$ cat src/rtl/imem_loader_if.sv
// Loader-facing bundle: session control, source stream,
// instruction memory port and status.
interface imem_loader_if;
    logic        start;
    logic [5:0]  length;
    logic        in_valid;
    logic [31:0] in_data;
    logic        in_ready;
    logic        mem_write_enable;
    logic        mem_mode;
    logic [4:0]  mem_PC;
    logic [31:0] mem_data_in;
    logic [31:0] mem_data_out;
    logic        busy;
    logic        done;
    logic        error;
    logic [31:0] checksum;

    modport slave (
        input  start,
        input  length,
        input  in_valid,
        input  in_data,
        input  mem_data_out,
        output in_ready,
        output mem_write_enable,
        output mem_mode,
        output mem_PC,
        output mem_data_in,
        output busy,
        output done,
        output error,
        output checksum
    );

    modport master (
        output start,
        output length,
        output in_valid,
        output in_data,
        output mem_data_out,
        input  in_ready,
        input  mem_write_enable,
        input  mem_mode,
        input  mem_PC,
        input  mem_data_in,
        input  busy,
        input  done,
        input  error,
        input  checksum
    );
endinterface

$ cat src/rtl/imem_loader.sv
// Instruction memory loader: streams a session of words into a
// 32x32 memory, then reads them back and checks the XOR sum.
module imem_loader (
    input  logic         clock,
    input  logic         reset,
    imem_loader_if.slave bus
);
    typedef enum logic [2:0] {
        IDLE,
        LOAD,
        VERIFY,
        DONE,
        ERROR
    } state_t;

    state_t      state;
    logic [5:0]  len_q;
    logic [4:0]  addr_q;
    logic [5:0]  vcnt_q;
    logic [31:0] cks_q;
    logic [31:0] acc_q;

    logic        len_ok;
    logic [5:0]  len_m1;
    logic        last_word;
    logic        vlast;
    logic [31:0] acc_nxt;
    logic [4:0]  rd_pc;

    assign len_ok    = (bus.length != 6'd0)
                    && (bus.length <= 6'd32);
    assign len_m1    = len_q - 6'd1;
    assign last_word = ({1'b0, addr_q} == len_m1);
    assign vlast     = (vcnt_q == len_q);
    assign acc_nxt   = acc_q ^ bus.mem_data_out;
    // Read address walks 0..len-1, then parks on the last word
    // while the final readback arrives.
    assign rd_pc     = (vcnt_q < len_q) ? vcnt_q[4:0]
                                        : len_m1[4:0];

    always_ff @(posedge clock) begin
        if (reset) begin
            state  <= IDLE;
            len_q  <= 6'd0;
            addr_q <= 5'd0;
            vcnt_q <= 6'd0;
            cks_q  <= 32'd0;
            acc_q  <= 32'd0;
        end else begin
            unique case (state)
                IDLE, DONE, ERROR: begin
                    if (bus.start) begin
                        if (len_ok) begin
                            state  <= LOAD;
                            len_q  <= bus.length;
                            addr_q <= 5'd0;
                            cks_q  <= 32'd0;
                        end else begin
                            state <= ERROR;
                        end
                    end
                end
                LOAD: begin
                    if (bus.in_valid) begin
                        cks_q <= cks_q ^ bus.in_data;
                        if (last_word) begin
                            state  <= VERIFY;
                            vcnt_q <= 6'd0;
                            acc_q  <= 32'd0;
                        end else begin
                            addr_q <= addr_q + 5'd1;
                        end
                    end
                end
                VERIFY: begin
                    vcnt_q <= vcnt_q + 6'd1;
                    // Readback lags the address by one cycle.
                    if (vcnt_q != 6'd0) begin
                        acc_q <= acc_nxt;
                    end
                    if (vlast) begin
                        state <= (acc_nxt == cks_q) ? DONE
                                                    : ERROR;
                    end
                end
                default: begin
                    state <= IDLE;
                end
            endcase
        end
    end

    always_comb begin
        bus.in_ready         = 1'b0;
        bus.mem_write_enable = 1'b0;
        bus.mem_mode         = 1'b1;
        bus.mem_PC           = 5'd0;
        bus.mem_data_in      = bus.in_data;
        unique case (state)
            LOAD: begin
                bus.in_ready         = 1'b1;
                bus.mem_mode         = 1'b0;
                bus.mem_PC           = addr_q;
                bus.mem_write_enable = bus.in_valid;
            end
            VERIFY: begin
                bus.mem_PC = rd_pc;
            end
            default: begin
                bus.mem_PC = 5'd0;
            end
        endcase
    end

    assign bus.busy     = (state == LOAD) || (state == VERIFY);
    assign bus.done     = (state == DONE);
    assign bus.error    = (state == ERROR);
    assign bus.checksum = cks_q;
endmodule
$ cat src/flat_wrapper.sv
// flat-port wrapper written by rule: the top's interface ports become plain ports
module imem_loader_flat 
  (clock, reset, bus_start, bus_length, bus_in_valid, bus_in_data, bus_mem_data_out, bus_in_ready, bus_mem_write_enable, bus_mem_mode, bus_mem_PC, bus_mem_data_in, bus_busy, bus_done, bus_error, bus_checksum);
  imem_loader_if bus_i ();
  input  logic clock;
  input  logic reset;
  input wire logic [$bits(bus_i.start)-1:0] bus_start;
  input wire logic [$bits(bus_i.length)-1:0] bus_length;
  input wire logic [$bits(bus_i.in_valid)-1:0] bus_in_valid;
  input wire logic [$bits(bus_i.in_data)-1:0] bus_in_data;
  input wire logic [$bits(bus_i.mem_data_out)-1:0] bus_mem_data_out;
  output wire logic [$bits(bus_i.in_ready)-1:0] bus_in_ready;
  output wire logic [$bits(bus_i.mem_write_enable)-1:0] bus_mem_write_enable;
  output wire logic [$bits(bus_i.mem_mode)-1:0] bus_mem_mode;
  output wire logic [$bits(bus_i.mem_PC)-1:0] bus_mem_PC;
  output wire logic [$bits(bus_i.mem_data_in)-1:0] bus_mem_data_in;
  output wire logic [$bits(bus_i.busy)-1:0] bus_busy;
  output wire logic [$bits(bus_i.done)-1:0] bus_done;
  output wire logic [$bits(bus_i.error)-1:0] bus_error;
  output wire logic [$bits(bus_i.checksum)-1:0] bus_checksum;
  assign bus_i.start = bus_start;
  assign bus_i.length = bus_length;
  assign bus_i.in_valid = bus_in_valid;
  assign bus_i.in_data = bus_in_data;
  assign bus_i.mem_data_out = bus_mem_data_out;
  assign bus_in_ready = bus_i.in_ready;
  assign bus_mem_write_enable = bus_i.mem_write_enable;
  assign bus_mem_mode = bus_i.mem_mode;
  assign bus_mem_PC = bus_i.mem_PC;
  assign bus_mem_data_in = bus_i.mem_data_in;
  assign bus_busy = bus_i.busy;
  assign bus_done = bus_i.done;
  assign bus_error = bus_i.error;
  assign bus_checksum = bus_i.checksum;
  imem_loader u_core (.clock(clock), .reset(reset), .bus(bus_i));
endmodule
$ cat config.mk
export PLATFORM = sky130hd
export DESIGN_NAME = imem_loader_flat
export DESIGN_NICKNAME = d
export VERILOG_FILES = /design/src/rtl/imem_loader_if.sv /design/src/rtl/imem_loader.sv /design/src/flat_wrapper.sv
export SDC_FILE = /design/constraint.sdc
export NUM_CORES = 1
export LEC_CHECK = 0
export CORE_MARGIN = 2
export CORE_UTILIZATION = 35
export DETAILED_ROUTE_END_ITERATION = 8
export PLACE_DENSITY = 0.68
export SYNTH_ARGS = -nofsm -noshare
export SYNTH_HDL_FRONTEND = slang
export SYNTH_SLANG_ARGS = --single-unit
$ cat constraint.sdc
create_clock -name clock -period 2.7 [get_ports clock]
set_clock_uncertainty 0.2 [all_clocks]
set_input_delay 0.405 -clock clock [delete_from_list [all_inputs] [get_ports clock]]
set_output_delay 0.405 -clock clock [all_outputs]
set_load 0.005 [all_outputs]
==> results of run 1 <==
-- final cells by class --
type	count	area share, %
clock buffer	12	3.42
clock inverter	2	0.832
inverter	10	0.520
multi-input combinational	450	44.2
sequential	84	23.4
tap	184	3.19
timing repair buffer	183	24.4
-- critical path: cells and delay by family (launching register included) --
| family | cells | cell delay, ns |
|---|---|---|
| AO/OA/AOI/OAI | 4 | 0.75 |
| flip-flops | 1 | 0.34 |
| buffers and inverters | 3 | 0.32 |
| adder cells (fa/ha/maj) | 1 | 0.21 |
| multiplexers | 1 | 0.14 |
-- how the worst min path moves through the flow --
stage | startpoint | endpoint | slack, ns | depth (start not counted)
after CTS | reset | u_core.state[1] | 0.14 | 2
after global routing | reset | u_core.state[1] | 0.16 | 2
after detailed placement | u_core.acc_q[28] | u_core.acc_q[28] | 0.29 | 1
after floorplan | u_core.acc_q[0] | u_core.acc_q[0] | 0.27 | 1
after global placement | u_core.acc_q[2] | u_core.acc_q[2] | 0.28 | 1
final | reset | u_core.state[1] | 0.14 | 2
-- registers in the layout, indices dropped and copies added (netlist names) --
| signal | cells |
|---|---|
| u_core.addr_q | 5 |
| u_core.bus.checksum | 32 |
| u_core.acc_q | 32 |
| u_core.vcnt_q | 6 |
| u_core.len_q | 6 |
| u_core.state | 3 |
-- kinds of logic after synthesis --
logic type / count (synthesis) / synth area share (%)
simple gates: 211 / 18.6
compound gates: 112 / 17.7
xor+xnor: 105 / 17.8
flops: 84 / 32.6
buf+inv: 76 / 8.54
mux: 12 / 2.33
fa+ha+maj: 10 / 2.43
-- per-layer routing --
metal,GRT usage (%),vias to the layer above
met1,25.5,2305
li1,-,2356
met4,8.10,0
met3,3.68,22
met5,0,-
met2,32.4,170
-- cells in the final DEF, fill, tap and decap left out, types with 5 or more instances in the layout --
cell,Yosys,routed
clkdlybuf4s50_1,0,142
nand2_1,81,81
dfxtp_1,84,77
xor2_1,66,66
nor2_1,49,48
nand3_1,46,45
xnor2_1,39,39
a21oi_1,38,35
buf_4,32,30
a311oi_2,20,20
a311oi_1,14,14
mux2i_1,12,9
clkbuf_16,0,9
nand4_1,8,8
inv_1,10,7
o21ai_1,3,7
dfxtp_2,0,7
ha_4,0,5
ha_1,10,5
buf_2,9,5
-- repair_timing --
action	CTS	global route
pin swaps	4	5
hold buffers	0	0
endpoints found under the setup margin	23	7
gates resized for setup	39	14
setup buffers	1	0
-- power groups by stage --
| stage | Sequential (uW) | Clock [uW] | Combinational, uW |
|---|---|---|---|
| 6_report | 1740 | 1320 | 3110 |
| 5_1_grt | 1770 | 1390 | 3410 |
| 4_1_cts | 1730 | 1340 | 3100 |
| 3_5_place_dp | 1750 | 0 | 2970 |
| 3_3_place_gp | 1750 | 0 | 2880 |
| 2_1_floorplan | 1700 | 0 | 1770 |
-- metrics by stage --
| stage | total power, uW | hold WS, ns |
|---|---|---|
| after CTS | 6170 | 0.139 |
| after floorplan | 3470 | 0.269 |
| after detailed placement | 4720 | 0.292 |
| after global placement | 4630 | 0.281 |
| after global routing | 6570 | 0.164 |
| final | 6170 | 0.143 |
==> impl_results.md, run 1 <==
* Antenna-violating nets left at 0
* Hold Path Class: input pin to register
* Dpl hpwl at 11.1 mm
* Worst endpoint required time at 2.10 ns
* Final-report hold violation count at 0
* Cell Area, Synth at 0.00516 mm^2
* Die Y at 125 um
* Core area at 0.0145 mm^2
* Pint at 3790 uW
* Cells after DPL at 910
* Initial drt markers at 270
* Part of the Yosys area used for sequential elements at 32.6%
* Clk sink count at 84
* Met1 wire length at 6.69 mm
* Vias per inst at 5.25
* Largest net degree at the start of global routing at 45
* EDFF count, synth at 0
* CP Class: register to output pin
* TritonCTS clock tree: yes
* Ys flop type: dfxtp_1
* Reg2reg setup slack at 0.14 ns
* Seq pwr share at 28.2%
* Worst EP arrival at 2.10 ns
* Failing checks: negative setup slack
* Starting Density at 35.6%
* Slew headroom at 56.1%
* Area of the die at 0.0157 mm^2
* Post-synth net total at 694
* CP max stage delay at 0.34 ns
* Dpl ws at -0.165 ns
* Startpoint types: register
* WL final at 15.5 mm
* Port buffer count at 148
* Comb pwr share at 50.4%
* Worst VDD drop at 372 uV
* Synth top area share at 32.6%
* Post-layout min period at 2.70 ns
* Gr ovfl total at 0
* Die Span X at 125 um
* DP Area at 0.00679 mm^2
* H-tree levels at 3
* Clk root buf: clkbuf_16
* Placement Rows at 44
* Initial antenna violation count at 0
* Vias in the first global route at 4940
* Top cells by area, synth: dfxtp_1 (33%), xor2_1 (11%), xnor2_1 (6.6%)
* Max layer used: met4
* Worst reg2reg path endpoint: u_core.vcnt_q[1]
* CTS buffer count at 9
* Share of cells above drive strength 1 at 14.6%
* I/O pins at 149
* Setup tns final at -0.0000364 ns
* P_leak at 0.00268 uW
* Status: finished, violations left
* Syn Area/Cell at 8.45 um^2
* Switch share at 38.6%
* CP cell instances: inv_2 > ha_4 > a21o_1 > a211oi_2 > o21ai_4 > buf_6 > mux2i_2 > a22o_1 > buf_2
* Post-Synthesis Cells at 610
* Clock slew at reported path FFs at 0.06 ns
* Crit path to: bus_mem_PC[1]
* Max-cap violations at 0
* Final nets at 822
* Area grow syn2layout at 39.9%
* Routed vias at 4853
* First-pass GRT wire length at 25.2 mm
* Clock share of power at 21.4%
* Seq cells post-synth at 84
* Multi-input logic area at 0.00319 mm^2
* R2r worst-path depth at 10
* Crit. End Element: output pin
* CTS max path bufs at 2
* Slew Viols, Final at 0
* Fin util at 49.8%
* Fmax at 370 MHz
* Met2 WL at 7.49 mm
* Cell area after layout at 0.00722 mm^2
* Gr usage total at 19.7%
* R2r startpoint: u_core.len_q[1]
* ANT cells at 0
* Final setup fails at 1
* DR WL/cell at 16.7 um
* Net switching power at 2390 uW
* Remaining DRCs at 0
* PD cells at 856 mW/mm^2
* Sequential cell area at 0.00169 mm^2
* Count leader, synth: dfxtp_1
* Skew-Pair Late Insertion Delay at 0.34 ns
* Final period utilization at 100%
* RSZ-0062 raised after global routing: yes
* Critical-path top delay cell: dfxtp_2
* Top cells by count, synth: dfxtp_1 (84), nand2_1 (81), xor2_1 (66)
* Yosys cell types at 51
* Layout fillers at 1324
* Worst Max-Slew Pin Slew at 0.652 ns
* Routability cong. at 0.851
* Post-synth top area cell: dfxtp_1
* Crit path from: u_core.len_q[4]
* Metal3 WL at 934 um
* Post-Layout Cell Count at 925
* First drt pass iteration count at 6
* Post-route setup slack at -0.0000364 ns
* Yosys warnings at 0
* Ys async rst share at 0%
* Critical Path Fanout Max at 4
(Power assumes the default switching activity.)
==> run 2, diff against run 1 <==
--- a/config.mk
+++ b/config.mk
@@ -5,6 +5,8 @@
 export SDC_FILE = /design/constraint.sdc
 export NUM_CORES = 1
 export LEC_CHECK = 0
+export CAP_MARGIN = 25
+export CORE_ASPECT_RATIO = 0.6
 export CORE_MARGIN = 2
 export CORE_UTILIZATION = 35
 export DETAILED_ROUTE_END_ITERATION = 8
==> run 2 against run 1 <==
Net effect: the flow now finishes without violations; global-route usage grew 0.94 points; cell count up 2.4%; setup slack better by 0.081 ns; combinational power rose by 3%; die area up 0.20%; sequential power barely moved; largest cell class unchanged; power is 0.73% higher; via count rose by 1.2%; critical path depth shrank 2; count of clock-buffer cells in the layout unchanged.
==> impl_results.md, run 2 (synthesis results as in run 1) <==
* Reg2reg setup slack at 0.14 ns
* Layout fillers at 1329
* First drt pass iteration count at 4
* CTS buffer count at 9
* WL final at 16.2 mm
* Clk root buf: clkbuf_16
* Max-cap violations at 0
* Port buffer count at 148
* Hold depth at 2
* Post-layout min period at 2.62 ns
* Hold Path Class: input pin to register
* Initial drt markers at 321
* Skew-Pair Late Insertion Delay at 0.33 ns
* Clock slew at reported path FFs at 0.06 ns
* R2r worst-path depth at 7
* TritonCTS clock tree: yes
* Hold Crit Start: reset
* CTS max path bufs at 2
* Hold Path Sink: u_core.len_q[2]
* Worst EP arrival at 2.01 ns
* DR WL/cell at 17.1 um
* Final hold slack at 0.223 ns
* Share of cells above drive strength 1 at 15.1%
* Cell area after layout at 0.00732 mm^2
* Startpoint types: register
* PD cells at 850 mW/mm^2
* Seq pwr share at 27.9%
* Commonest non-fill, non-tap cell in the layout: clkdlybuf4s50_1
* Placement Rows at 34
* P_leak at 0.00273 uW
* Largest net degree at the start of global routing at 38
* Setup tns final at 0 ns
* Multi-input logic area at 0.00317 mm^2
* Final-report hold violation count at 0
* Gr usage total at 20.7%
* Area grow syn2layout at 41.9%
* Worst Max-Slew Pin Slew at 0.613 ns
* Area of the die at 0.0158 mm^2
* Routed vias at 4913
* Initial antenna violation count at 0
* Worst endpoint required time at 2.10 ns
* Routability cong. at 0.882
* R2r startpoint: u_core.len_q[1]
* H-tree levels at 3
* Final period utilization at 97.0%
* Final setup fails at 0
* DP Area at 0.00691 mm^2
* Net switching power at 2400 uW
* Sequential cell area at 0.00169 mm^2
* Critical Path Fanout Max at 5
* Pint at 3820 uW
* Die Y at 98.0 um
* Cts hold-fix bufs at 0
* Vias per inst at 5.19
* Remaining DRCs at 0
* Die Span X at 161 um
* Post-Layout Cell Count at 947
* Final nets at 830
* Clock share of power at 20.8%
* Dpl hpwl at 12.1 mm
* Slew Viols, Final at 0
* First-pass GRT wire length at 26.0 mm
* Gr ovfl total at 0
* ANT cells at 0
* Status: completed
* Clk sink count at 84
* Comb pwr share at 51.3%
* Starting Density at 35.7%
* Most frequent cells in the layout: clkdlybuf4s50_1 (142), nand2_1 (81), dfxtp_1 (76), xor2_1 (66), nor2_1 (49)
* Switch share at 38.6%
* Core area at 0.0145 mm^2
* Vias in the first global route at 4881
* Slew headroom at 58.8%
* Cells after DPL at 931
* CP Class: register to output pin
* I/O pins at 149
* Fmax at 382 MHz
* Antenna-violating nets left at 0
* Worst VDD drop at 511 uV
* Worst reg2reg path endpoint: u_core.addr_q[2]
* Crit. End Element: output pin
==> run 2: changes by cell type in the layout (fill, tap and decap cells not counted), sizes merged <==
cell | previous run | this run
clkbuf | 13 | 16
buf | 40 | 45
==> run 2: timing repair <==
action | 4_1_cts | 5_1_grt
resized for setup | 30 | 17
pin swaps | 5 | 7
setup endpoints to repair | 6 | 39
setup buffers | 1 | 2
==> run 2: how the worst max path moves through the flow <==
stage | startpoint | end | slack [ns] | cells after the start
6_report | u_core.vcnt_q[4] | bus_mem_PC[1] | 0.08 | 7
5_1_grt | u_core.state[0] | bus_mem_write_enable | -0.009 | 5
4_1_cts | u_core.len_q[3] | bus_mem_PC[1] | 0.01 | 9
3_5_place_dp | bus_length[0] | u_core.bus.checksum[18] | -0.13 | 8
3_3_place_gp | bus_length[0] | u_core.bus.checksum[21] | -0.1 | 8
2_1_floorplan | u_core.len_q[3] | bus_mem_PC[1] | 0.27 | 9
==> run 2: cell type report <==
class,instances,area share [%]
well taps,198,3.38
clock buffers,12,3.37
flip-flops and latches,84,23.1
repair buffers,191,25.5
clock inverters,2,0.820
multi-input cells,450,43.3
inverters,10,0.547
==> run 2: routing by layer <==
layer	GRT usage (%)	wire, um
met4	3.91	139
met5	0	0
met2	31.5	6850
met3	5.52	1050
met1	29.6	8170
==> run 2: power groups by stage <==
stage / clock [uW] / combinational, uW / sequential [uW]
final: 1290 / 3190 / 1740
after global routing: 1370 / 3480 / 1770
after CTS: 1320 / 3150 / 1730
after detailed placement: 0 / 3100 / 1750
after global placement: 0 / 3040 / 1740
after floorplan: 0 / 1770 / 1700
==> run 2: critical path, cell delays in order (launching register included) <==
cell and delay (ns):
dfxtp_2 0.35, ha_4 0.25, a21o_1 0.18, a211oi_2 0.28, o21ai_4 0.16, mux2i_1 0.14, a22o_1 0.19, buf_2 0.13
==> run 2: per-stage QoR <==
stage	utilization, %	worst slack, ns	total power, uW
after global placement	47.8	-0.0961	4790
after CTS	50.5	0.0107	6200
after global routing	50.6	-0.00907	6620
final	50.6	0.0805	6220
after detailed placement	47.8	-0.130	4850
after floorplan	-	0.269	3470
==> run 3, diff against run 2 <==
--- a/config.mk
+++ b/config.mk
@@ -10,7 +10,9 @@
 export CORE_MARGIN = 2
 export CORE_UTILIZATION = 35
 export DETAILED_ROUTE_END_ITERATION = 8
+export MAX_ROUTING_LAYER = met4
 export PLACE_DENSITY = 0.68
 export SYNTH_ARGS = -nofsm -noshare
 export SYNTH_HDL_FRONTEND = slang
 export SYNTH_SLANG_ARGS = --single-unit
+export TNS_END_PERCENT = 100
==> run 3 against run 2 <==
Net effect: the run now ends with negative setup slack left; non-clock buffer count is 3 higher; hold slack worse by 0.010 ns; register-to-register slack worse by 0.03 ns; critical path depth is 2 higher; sequential cell count stayed put; first-iteration DRC count is 27% higher; sequential power hardly changed; count of clock-buffer cells in the layout is 1 higher; setup slack worse by 0.14 ns.
==> impl_results.md, run 3 (synthesis results as in run 1) <==
* DR WL/cell at 17.2 um
* PD cells at 845 mW/mm^2
* Post-route setup slack at -0.0564 ns
* Post-Layout Cell Count at 952
* Gr usage total at 21.3%
* Initial drt markers at 408
* Worst VDD drop at 413 uV
* Vias per inst at 5.19
* Hold Path Class: input pin to register
* Placement Rows at 34
* Power Total at 6190 uW
* Most numerous cell on the critical path: buf_6
* Vias in the first global route at 4838
* I/O pins at 149
* CTS buffer count at 9
* Clk root buf: clkbuf_16
* TritonCTS clock tree: yes
* CTS max path bufs at 2
* Post-layout min period at 2.76 ns
* Final setup fails at 2
* First-pass GRT wire length at 25.9 mm
* Critical-path top delay cell: dfxtp_4
* Hold depth at 2
* Share of cells above drive strength 1 at 15.1%
* Final period utilization at 102%
* Routability cong. at 0.899
* Clock slew at reported path FFs at 0.06 ns
* CP bufs+invs at 3
* Port buffer count at 148
* Die Y at 98.0 um
* Skew-Pair Late Insertion Delay at 0.34 ns
* R2r worst-path depth at 8
* Clk sink count at 84
* Core area at 0.0145 mm^2
* Area of the die at 0.0158 mm^2
* Worst EP arrival at 2.15 ns
* Slew headroom at 58.7%
* ANT cells at 0
* Layout fillers at 1291
* Die Span X at 161 um
* Max-cap violations at 0
* Final-report hold violation count at 0
* Slew Viols, Final at 0
* Worst endpoint required time at 2.10 ns
* CP cell instances: ha_4 > a21o_1 > a211oi_2 > o21ai_4 > buf_6 > buf_6 > mux2i_2 > o21ai_1 > buf_2
* Most frequent cells in the layout: clkdlybuf4s50_1 (142), nand2_1 (81), dfxtp_1 (78), xor2_1 (66), nor2_1 (48)
* Starting Density at 35.7%
* CP max stage delay at 0.36 ns
* Crit-path leading delay family: compound AO/OA/AOI/OAI gates
* H-tree levels at 3
* Final hold slack at 0.213 ns
* Crit. End Element: output pin
* Gr ovfl total at 0
* Final nets at 833
* Dpl ws at -0.171 ns
* Status: finished, violations left
* CP Class: register to output pin
* Fmax at 363 MHz
* Cells after DPL at 931
* WL final at 16.4 mm
* Area grow syn2layout at 42.2%
* Commonest non-fill, non-tap cell in the layout: clkdlybuf4s50_1
* RSZ-0062 raised after global routing: yes
* Startpoint types: register
* Cts hold-fix bufs at 0
* Dpl hpwl at 12.2 mm
* First drt pass iteration count at 6
* Setup tns final at -0.0618 ns
* Remaining DRCs at 0
* P_leak at 0.00274 uW
* Antenna-violating nets left at 0
* Failing checks: negative setup slack
* Initial antenna violation count at 0
* Routed vias at 4945
* Critical Path Fanout Max at 4
* Largest net degree at the start of global routing at 38
* CP Depth at 9
* Worst Max-Slew Pin Slew at 0.614 ns
-- run 3: cell types whose count changed in the layout (fill, tap and decap cells not counted), moves of 2 or more --
cell	before	now
inv_1	6	8
clkinv_4	0	2
bufinv_16	2	0
clkbuf_2	4	1
dfxtp_1	76	78
buf_6	1	3
buf_2	2	4
dfxtp_2	8	5
-- run 3: area by class of cell --
type | count | area [um^2] | share of cell area [%]
Inverter | 10 | 37.5 | 0.512
Multi-Input combinational cell | 450 | 3170 | 43.2
Sequential cell | 84 | 1690 | 23.1
Clock inverter | 3 | 22.5 | 0.307
Clock buffer | 13 | 250 | 3.41
Tap cell | 198 | 248 | 3.38
Timing Repair Buffer | 194 | 1910 | 26.1
-- run 3: what timing repair did --
item / CTS / global route
setup buffers: 3 / 3
pin swaps: 6 / 6
setup endpoints to repair: 6 / 42
cloned: 0 / 0
resized for setup: 33 / 15
-- run 3: power by group --
| group | internal (uW) | switching [uW] | total [uW] |
|---|---|---|---|
| clock | 652 | 507 | 1160 |
| combinational | 1620 | 1690 | 3310 |
| sequential | 1460 | 260 | 1720 |
-- run 3: stage by stage --
stage | util, % | cell area (um^2)
final | 50.7 | 7330
after global routing | 50.7 | 7330
after CTS | 50.3 | 7270
after detailed placement | 47.9 | 6920
after global placement | 47.9 | 6920
after floorplan | - | 5160
-- run 3: final timing paths --
kind	from	to	slack, ns
setup / recovery	u_core.vcnt_q[4]	bus_mem_PC[4]	-0.06
hold reg to reg	u_core.acc_q[26]	u_core.acc_q[26]	0.31
setup reg to reg	u_core.len_q[2]	u_core.acc_q[24]	0.11
hold / removal	reset	u_core.len_q[0]	0.21
-- run 3: metal layers --
layer	vias up	wire, um	share of wire [%]	GRT usage, %
li1	2385	-	-	-
met1	2374	8140	50	30.0
met2	169	6850	42	30.8
met3	17	1190	7.3	5.86
met4	0	190	1.2	3.91
met5	-	0	0	-
